### src/rtl/dec_trace_pkg.sv
// Shared types for the decoder trace capture unit: instruction classes, trace record layout
// and the priority classifier.
package dec_trace_pkg;

   typedef enum logic [3:0] {
      ClsAlu     = 4'd0,
      ClsIllegal = 4'd1,
      ClsEbrk    = 4'd2,
      ClsEcall   = 4'd3,
      ClsMret    = 4'd4,
      ClsDret    = 4'd5,
      ClsWfi     = 4'd6,
      ClsJump    = 4'd7,
      ClsBranch  = 4'd8,
      ClsLoad    = 4'd9,
      ClsStore   = 4'd10,
      ClsMult    = 4'd11,
      ClsDiv     = 4'd12,
      ClsCsr     = 4'd13
   } cls_e;

   typedef struct packed {
      cls_e        cls;
      logic        rf_we;
      logic [4:0]  rf_waddr;
      logic [31:0] instr;
   } trace_rec_t;

   typedef struct packed {
      logic illegal;
      logic ebrk;
      logic ecall;
      logic mret;
      logic dret;
      logic wfi;
      logic jump;
      logic branch;
      logic data_req;
      logic data_we;
      logic mult_en;
      logic div_en;
      logic csr_access;
   } dec_flags_t;

   localparam int unsigned REC_W   = $bits(trace_rec_t);
   localparam int unsigned NUM_CLS = 14;

   // First matching flag wins; an instruction with no flags set is plain ALU.
   function automatic cls_e classify(input dec_flags_t f);
      cls_e c;
      if (f.illegal)                    c = ClsIllegal;
      else if (f.ebrk)                  c = ClsEbrk;
      else if (f.ecall)                 c = ClsEcall;
      else if (f.mret)                  c = ClsMret;
      else if (f.dret)                  c = ClsDret;
      else if (f.wfi)                   c = ClsWfi;
      else if (f.jump)                  c = ClsJump;
      else if (f.branch)                c = ClsBranch;
      else if (f.data_req && !f.data_we) c = ClsLoad;
      else if (f.data_req && f.data_we)  c = ClsStore;
      else if (f.mult_en)               c = ClsMult;
      else if (f.div_en)                c = ClsDiv;
      else if (f.csr_access)            c = ClsCsr;
      else                              c = ClsAlu;
      return c;
   endfunction

endpackage

### src/rtl/dec_trace_fifo.sv
// Synchronous FIFO with ready/valid pop; pointers carry an extra wrap bit to tell full from
// empty. A write while full is accepted only when a pop happens in the same cycle.
module dec_trace_fifo #(
   parameter int unsigned WIDTH = 42,
   parameter int unsigned DEPTH = 8
) (
   input  logic             clk_i,
   input  logic             rst_i,
   input  logic             push_i,
   input  logic [WIDTH-1:0] wdata_i,
   output logic             full_o,
   output logic             rd_valid_o,
   input  logic             rd_ready_i,
   output logic [WIDTH-1:0] rd_data_o
);

   localparam int unsigned AW = $clog2(DEPTH);

   logic [WIDTH-1:0] mem [DEPTH];
   logic [AW:0]      wptr;
   logic [AW:0]      rptr;
   logic             empty;
   logic             pop;
   logic             wr_en;

   assign empty      = (wptr == rptr);
   assign full_o     = (wptr[AW] != rptr[AW]) && (wptr[AW-1:0] == rptr[AW-1:0]);
   assign pop        = !empty && rd_ready_i;
   assign wr_en      = push_i && (!full_o || pop);
   assign rd_valid_o = !empty;
   assign rd_data_o  = empty ? '0 : mem[rptr[AW-1:0]];

   always_ff @(posedge clk_i) begin
      if (rst_i) begin
         wptr <= '0;
         rptr <= '0;
      end else begin
         if (wr_en) wptr <= wptr + (AW+1)'(1);
         if (pop)   rptr <= rptr + (AW+1)'(1);
      end
   end

   always_ff @(posedge clk_i) begin
      if (wr_en) mem[wptr[AW-1:0]] <= wdata_i;
   end

endmodule

### src/rtl/dec_trace_capture.sv
// Decoder trace capture: classifies decoded instructions, counts per class and buffers records.
// Define DEC_TRACE_FILTER_EN to add class_mask_i, which keeps masked classes out of the FIFO.
module dec_trace_capture
   import dec_trace_pkg::*;
#(
   parameter int unsigned NUM_TRANS = 10,
   parameter int unsigned DEPTH     = 8,
   parameter int unsigned CNT_W     = 16
) (
   input  logic             clk_i,
   input  logic             rst_i,
   input  logic             arm_i,
   input  logic             clear_i,
   input  logic             ev_valid_i,
   input  logic [31:0]      instr_i,
   input  logic             illegal_i,
   input  logic             ebrk_i,
   input  logic             ecall_i,
   input  logic             mret_i,
   input  logic             dret_i,
   input  logic             wfi_i,
   input  logic             jump_i,
   input  logic             branch_i,
   input  logic             data_req_i,
   input  logic             data_we_i,
   input  logic             mult_en_i,
   input  logic             div_en_i,
   input  logic             csr_access_i,
   input  logic             rf_we_i,
   input  logic [4:0]       rf_waddr_i,
`ifdef DEC_TRACE_FILTER_EN
   input  logic [15:0]      class_mask_i,
`endif
   output logic             rd_valid_o,
   input  logic             rd_ready_i,
   output logic [REC_W-1:0] rd_data_o,
   input  logic [3:0]       cnt_sel_i,
   output logic [CNT_W-1:0] cnt_o,
   output logic [CNT_W-1:0] trans_cnt_o,
   output logic [CNT_W-1:0] drop_cnt_o,
   output logic             overflow_o,
   output logic             busy_o,
   output logic             done_o
);

   typedef enum logic [1:0] {StIdle, StCapture, StDone} state_e;

   localparam logic [CNT_W-1:0] CntMax = '1;

   state_e           state;
   dec_flags_t       flags;
   cls_e             cls;
   logic [3:0]       cls_idx;
   trace_rec_t       rec;
   logic             sample;
   logic             pass;
   logic             push;
   logic             pop;
   logic             drop;
   logic             fifo_full;
   logic             fifo_rst;
   logic             hit_limit;
   logic [CNT_W-1:0] trans_next;
   logic [CNT_W-1:0] sel_val;
   logic [CNT_W-1:0] cls_cnt [NUM_CLS];

   always_comb begin
      flags            = '0;
      flags.illegal    = illegal_i;
      flags.ebrk       = ebrk_i;
      flags.ecall      = ecall_i;
      flags.mret       = mret_i;
      flags.dret       = dret_i;
      flags.wfi        = wfi_i;
      flags.jump       = jump_i;
      flags.branch     = branch_i;
      flags.data_req   = data_req_i;
      flags.data_we    = data_we_i;
      flags.mult_en    = mult_en_i;
      flags.div_en     = div_en_i;
      flags.csr_access = csr_access_i;
   end

   assign cls     = classify(flags);
   assign cls_idx = cls;

   always_comb begin
      rec          = '0;
      rec.cls      = cls;
      rec.rf_we    = rf_we_i;
      rec.rf_waddr = rf_waddr_i;
      rec.instr    = instr_i;
   end

`ifdef DEC_TRACE_FILTER_EN
   assign pass = class_mask_i[cls_idx];
`else
   assign pass = 1'b1;
`endif

   assign sample     = (state == StCapture) && ev_valid_i;
   assign push       = sample && pass;
   assign pop        = rd_valid_o && rd_ready_i;
   // A pop in the same cycle frees the slot, so only an unmatched push into a full FIFO drops.
   assign drop       = push && fifo_full && !pop;
   assign fifo_rst   = rst_i || clear_i;
   assign trans_next = (trans_cnt_o == CntMax) ? trans_cnt_o : trans_cnt_o + CNT_W'(1);
   assign hit_limit  = (NUM_TRANS != 0) && push && (32'(trans_next) == NUM_TRANS);

   dec_trace_fifo #(
      .WIDTH (REC_W),
      .DEPTH (DEPTH)
   ) u_fifo (
      .clk_i      (clk_i),
      .rst_i      (fifo_rst),
      .push_i     (push),
      .wdata_i    (rec),
      .full_o     (fifo_full),
      .rd_valid_o (rd_valid_o),
      .rd_ready_i (rd_ready_i),
      .rd_data_o  (rd_data_o)
   );

   // Capture FSM; trans_cnt restarts on every arm so a re-armed run gets a fresh limit.
   always_ff @(posedge clk_i) begin
      if (rst_i || clear_i) begin
         state       <= StIdle;
         busy_o      <= 1'b0;
         done_o      <= 1'b0;
         trans_cnt_o <= '0;
      end else begin
         case (state)
            StIdle, StDone: begin
               if (arm_i) begin
                  state       <= StCapture;
                  busy_o      <= 1'b1;
                  done_o      <= 1'b0;
                  trans_cnt_o <= '0;
               end
            end
            StCapture: begin
               if (push) trans_cnt_o <= trans_next;
               if (hit_limit) begin
                  state  <= StDone;
                  busy_o <= 1'b0;
                  done_o <= 1'b1;
               end
            end
            default: begin
               state  <= StIdle;
               busy_o <= 1'b0;
               done_o <= 1'b0;
            end
         endcase
      end
   end

   always_ff @(posedge clk_i) begin
      if (rst_i || clear_i) begin
         drop_cnt_o <= '0;
         overflow_o <= 1'b0;
         for (int i = 0; i < int'(NUM_CLS); i++) cls_cnt[i] <= '0;
      end else begin
         for (int i = 0; i < int'(NUM_CLS); i++) begin
            if (sample && (cls_idx == 4'(i)) && (cls_cnt[i] != CntMax)) begin
               cls_cnt[i] <= cls_cnt[i] + CNT_W'(1);
            end
         end
         if (drop) begin
            overflow_o <= 1'b1;
            if (drop_cnt_o != CntMax) drop_cnt_o <= drop_cnt_o + CNT_W'(1);
         end
      end
   end

   // Codes 14 and 15 have no counter and read back as zero.
   always_comb begin
      sel_val = '0;
      for (int i = 0; i < int'(NUM_CLS); i++) begin
         if (cnt_sel_i == 4'(i)) sel_val = cls_cnt[i];
      end
   end

   always_ff @(posedge clk_i) begin
      if (rst_i || clear_i) cnt_o <= '0;
      else                  cnt_o <= sel_val;
   end

endmodule

### config.mk
export PLATFORM = sky130hd
export DESIGN_NAME = dec_trace_capture
export DESIGN_NICKNAME = d
export VERILOG_FILES = /design/src/rtl/dec_trace_pkg.sv /design/src/rtl/dec_trace_fifo.sv /design/src/rtl/dec_trace_capture.sv
export SDC_FILE = /design/constraint.sdc
export NUM_CORES = 1
export LEC_CHECK = 0
export CAP_MARGIN = 5
export CORE_ASPECT_RATIO = 1.75
export CORE_MARGIN = 10
export CORE_UTILIZATION = 52
export CTS_CLUSTER_SIZE = 16
export DETAILED_ROUTE_END_ITERATION = 8
export PLACE_DENSITY = 0.73
export REMOVE_ABC_BUFFERS = 1
export SYNTH_ARGS = -nofsm -noshare
export SYNTH_HDL_FRONTEND = slang
export SYNTH_SLANG_ARGS = --single-unit
### constraint.sdc
create_clock -name clk_i -period 5.18 [get_ports clk_i]
set_clock_uncertainty 0.2 [all_clocks]
set_input_delay 0.518 -clock clk_i [delete_from_list [all_inputs] [get_ports clk_i]]
set_output_delay 0.518 -clock clk_i [all_outputs]
set_load 0.005 [all_outputs]
---- Word level (Yosys, flattened, before mapping) ----
Memory sizes are Yosys's and may differ from the RTL's. A register that Yosys moved wholly into a read port is not among the register bits.
Cells that the tools add are included.
storage, ports and cells
  memories ................................ 2
  ROM bits ................................ 0
  memory bits (writable) .................. 560
  register bits after elaboration ......... 61
  output and inout bits ................... 94
  input port bits ......................... 61
  latch bits .............................. 0
memory list
  memory      depth  width  rd ports  clocked after Yosys merged registers in  write ports  RTL line                 RTL
  u_fifo.mem  8      42     1         1                                        1            dec_trace_fifo.sv:19     logic [WIDTH-1:0] mem [DEPTH];
  cls_cnt     14     16     14        0                                        14           dec_trace_capture.sv:65  logic [CNT_W-1:0] cls_cnt [NUM_CLS];
cells by class
  multiplexer cells ....................... 103
  magnitude comparators ................... 0
  add/subtract/negate cells ............... 18
  bitwise operators ....................... 14
  $mul .................................... 0
  equality and inequality tests ........... 51
  reductions and logical operators ........ 51
  shift operators ......................... 0
  divide/modulo/power cells ............... 0
operator list
  kind                                                                     number
  16-bit two-way mux                                                       31
  16-bit by 1-bit adder with 16-bit output (second input constant)         16
  16-bit inequality test (second input constant)                           15
  4-bit two-way mux                                                        13
  1-bit two-way mux                                                        50
  4-bit equality test (second input constant)                              12
  42-bit two-way mux                                                       1
  1-bit logical AND                                                        37
  4-bit by 3-bit equality test with 1-bit output (second input constant)   8
  16-bit one-hot mux with 2 select lines                                   1
  16-bit equality test (second input constant)                             1
  16-bit by 4-bit equality test with 1-bit output (second input constant)  1
  4-bit by 2-bit equality test with 1-bit output (second input constant)   4
  1-bit OR                                                                 14
  4-bit by 1-bit adder with 4-bit output (second input constant)           2
  4-bit by 1-bit equality test with 1-bit output (second input constant)   2
  4-bit logical NOT                                                        2
  3-bit two-way mux                                                        2
  2-bit inequality test (second input constant)                            3
  4-bit equality test                                                      1
  1-bit logical NOT                                                        4
  2-bit two-way mux                                                        2
  1-bit one-hot mux with 2 select lines                                    2
  2-bit one-hot mux with 2 select lines                                    1
  other kinds (10)                                                         12

---- Longest topological paths before layout ----
  depth in word-level cells ............... 20
  gate-level depth with buffers ........... 9
  depth with buffers taken out ............ 7

---- Cells and area by module ----
A second synthesis with hierarchy kept.
second synthesis, totals
  cell total of the unflattened synthesis .. 2291
  area total of the unflattened synthesis .. 29603.4 um^2
modules (own cells, without submodules)
  module             cells an instance  times used  sequential area each (um^2)  area an instance (um^2)
  dec_trace_capture  1687               1           7767.4                       16189.3
  dec_trace_fifo     604                1           10309.9                      13414.1

---- Worst setup path before layout ----
Ideal clock, no wire load.
  path type ............................... input to register
  start ................................... input ev_valid_i
  end ..................................... memory u_fifo.mem[4][0] (enable)
  required time ........................... 4.478 ns
  cell stages on the path ................. 6
  data arrival time ....................... 4.667 ns
  path buffers ............................ 1
  setup slack ............................. -0.190 ns
  path through ............................ nand2_1 or2_2 buf_2 a21oi_1 nand2b_1 nor3b_1
on the way
  word-level cells in the longest chain between the ends .. 4
RTL lines
  what                                     RTL line                  RTL
  start, declared                          dec_trace_capture.sv:14   input logic ev_valid_i,
  1-bit logical AND                        dec_trace_capture.sv:101  assign sample = (state == StCapture) && ev_valid_i;
  1-bit logical AND                        dec_trace_fifo.sv:29      assign wr_en = push_i && (!full_o || pop);
  1-bit two-way mux                        dec_trace_fifo.sv:44      if (wr_en) mem[wptr[AW-1:0]] <= wdata_i;
  1-bit two-way mux (not written as such)  dec_trace_fifo.sv:44
  end, declared                            dec_trace_fifo.sv:19
Every way passes these cells.

==> summary.txt <==
Routing
  – Routed vias/inst: 6.14
  – Initial DRC Count: 1669
  – TritonRoute pass-1 iters: 6
  – Routed wl met3: 3810 um
  – Routed length on met2: 40500 um
  – M1 WL: 26600 um
  – Antenna viol nets, final: 0
  – DR top layer: met5
  – Drt drc: 0
  – Post-DR wirelength/cell: 23.2 um
  – Via count: 19900
  – Post-Route WL: 75000 um

Global route
  – First-pass GRT wire length: 116000 um
  – Congestion Overflow GR: 0
  – Number of global-route vias before repair: 20300
  – Initial antenna violation count: 2
  – Largest net degree at the start of global routing: 90
  – Total GRT Usage: 21.4%

Floorplan
  – DIE AREA: 68200 um^2
  – Die width: 202 um
  – Num rows: 116
  – Initial Util: 52.6%
  – I/O pin total: 155
  – Core Area: 57200 um^2
  – Die H: 338 um

Final layout
  – Area growth syn-to-layout: 13.9%
  – Design Area, Final: 34300 um^2
  – Fillers: 4493
  – Net count, final: 2502
  – Share of layout cells above drive strength 1: 13.6%
  – Final std cells w/o fill: 3238

Synth
  – Share of the yosys chip area belonging to registers: 60.1%
  – EDFF count, synth: 560
  – Number of synthesis warnings: 0
  – Count of state elements after synthesis: 623
  – Synthesized area per cell: 13.1 um^2
  – Ys flop type: edfxtp_1
  – Post-Synthesis Cells: 2303
  – Unique masters post-synth: 80
  – Ys async rst share: 0%
  – Synth Cell Area: 30100 um^2

Setup path
  – Crit end category: output pin
  – Crit Path Max Fanout: 32
  – Worst setup SP type: register
  – WP data arrival: 3200 ps
  – Crit Path Category: reg2out
  – Critical Path RT: 4460 ps

Clocking
  – Clock Latency Late Sink: 610 ps
  – CTS tree: done
  – Hold_buf cts: 0
  – Clock buffer depth: 3
  – Clock sink count: 623
  – CTS Buf Count: 55
  – Setup bufs post-CTS: 0
  – Post-CTS resize count: 0
  – H-tree depth: 2
  – Clock transition at path regs: 70 ps
  – CTS Root Cell: clkbuf_16

Timing
  – Min Tclk post-route: 3920 ps
  – Least-Margin Pin Slew: 1060 ps
  – Max-slew violations: 0
  – Final setup vio count: 0
  – Final setup TNS: 0 ps
  – Final hold vios: 0
  – Max Fclk: 255 MHz
  – Fin crit share: 75.7%
  – RSZ-0062 raised after global routing: no
  – Max-Slew Margin vs Limit: 29.4%
  – Post-route setup slack: 1260 ps

Flow run
  – MaxCap Viol Count: 0

Power and ir drop
  – Pwr/cell area: 306 nW/um^2
  – VDD IR max: 326 uV
  – LEAKAGE: 10.6 nW
  – Post-route total power: 0.0105 W

Placement
  – Detail Placement HPWL: 51600 um
  – I/O Buffers: 154
  – Placer Congestion: 0.977
  – Area after DPL: 32400 um^2
  – # placed instances: 3133
  – Placement Setup Slack: 1450 ps

Run status
  – Status: completed

Hold path
  – HP Class: reg2reg
## through the flow
stage	hold WS, ps	util [%]
global placement	245	56.7
detailed placement	239	56.7
CTS	250	59.9
floorplan	242	-
finish	252	59.9
global route	268	59.9
## report_power, final
part / internal, W / switching (W) / leakage [nW]
combinational: 0.000220 / 0.000362 / 3.67
sequential: 0.00557 / 0.000133 / 6.03
clock: 0.00232 / 0.00189 / 0.909
total: 0.00811 / 0.00238 / 10.6
## synth_stat cells, drive strengths merged (4+ instances only)
| cell | instances | area (um^2) |
|---|---|---|
| edfxtp | 560 | 16800 |
| nor2 | 212 | 796 |
| nand2 | 141 | 532 |
| xor2 | 114 | 998 |
| nor3 | 112 | 643 |
| mux4 | 96 | 2160 |
| xnor2 | 94 | 823 |
| nand3 | 92 | 465 |
| nor4 | 88 | 724 |
| clkbuf | 78 | 293 |
| o21ai | 75 | 375 |
| a21oi | 72 | 360 |
| mux2i | 68 | 681 |
| dfxtp | 63 | 1260 |
| buf | 57 | 319 |
| nand4 | 41 | 263 |
| and3 | 39 | 244 |
| inv | 37 | 139 |
| ha | 18 | 225 |
| or3 | 17 | 111 |
| and4 | 16 | 140 |
| a31oi | 15 | 93.8 |
| mux2 | 15 | 169 |
| nor2b | 14 | 87.6 |
| and2 | 12 | 75.1 |
| nand2b | 12 | 75.1 |
| o221ai | 12 | 105 |
| nor3b | 11 | 82.6 |
| o22ai | 11 | 68.8 |
| or2 | 11 | 68.8 |
| a22oi | 10 | 75.1 |
| a211oi | 9 | 67.6 |
| a21o | 8 | 60.1 |
| o21a | 8 | 61.3 |
| o31ai | 7 | 57.6 |
| a31o | 5 | 52.6 |
| o2111ai | 5 | 56.3 |
| a22o | 4 | 35.0 |
| a32oi | 4 | 35.0 |
| o221a | 4 | 45.0 |
## critical path, stage by stage (launching register included)
cell	delay, ps
dfxtp_4	770
buf_4	440
mux4_2	560
mux2i_1	230
nor2_1	80
clkdlybuf4s50_1	480
## placed cells by master (no fill, tap or decap), types with 68 or more instances in the layout
cell type          n
nor2_1           210
nor3_1            96
a21oi_1           72
clkdlybuf4s50_1  151
xor2_1           114
nand3_1           90
nand2_1          140
edfxtp_1         560
mux4_2            96
xnor2_1           94
mux2i_1           68
## path summary, 6_finish.rpt
kind / start / end / slack [ps] / cells after the start
max reg2reg: cls_cnt[0][112] / cls_cnt[0][112] / 2010 / 8
min reg2reg: overflow_o / overflow_o / 250 / 2
min: overflow_o / overflow_o / 250 / 2
max: register / rd_data_o[14] / 1260 / 5
## layout make-up
| type | count | area, um^2 | share of cell area (%) |
|---|---|---|---|
| Multi-Input combinational cell | 1508 | 11300 | 33.1 |
| Clock inverter | 30 | 302 | 0.880 |
| Inverter | 37 | 139 | 0.405 |
| Tap cell | 767 | 960 | 2.80 |
| Sequential cell | 623 | 18100 | 52.8 |
| Timing Repair Buffer | 198 | 1890 | 5.53 |
| Clock buffer | 74 | 1540 | 4.50 |
| Antenna cell | 1 | 2.50 | 0.00731 |
## kinds of logic after synthesis
group / count (synthesis) / share of synthesized area, %
and+or+nand+nor: 827 / 14.6
DFF: 623 / 60.1
AOI/OAI and AO/OA: 276 / 5.96
xor gates and xnor gates: 208 / 6.06
muxes: 179 / 10.0
buffers and inverters: 172 / 2.50
adders and majority gates: 18 / 0.749
## sequential cells by signal (all words and copies together) (netlist names), named ones only
name / cells
busy_o: 1
trans_cnt_o: 16
overflow_o: 1
state: 1
u_fifo.wptr: 4
u_fifo.mem: 336
cnt_o: 16
drop_cnt_o: 16
cls_cnt: 224
u_fifo.rptr: 4
done_o: 1
## layer usage
metal | up-vias | global-route usage, %
met2 | 704 | 39.4
met3 | 180 | 2.80
li1 | 9054 | -
met5 | - | 0
met4 | 2 | 11.2
met1 | 9956 | 23.5
Power figures use the tool's default switching activity.
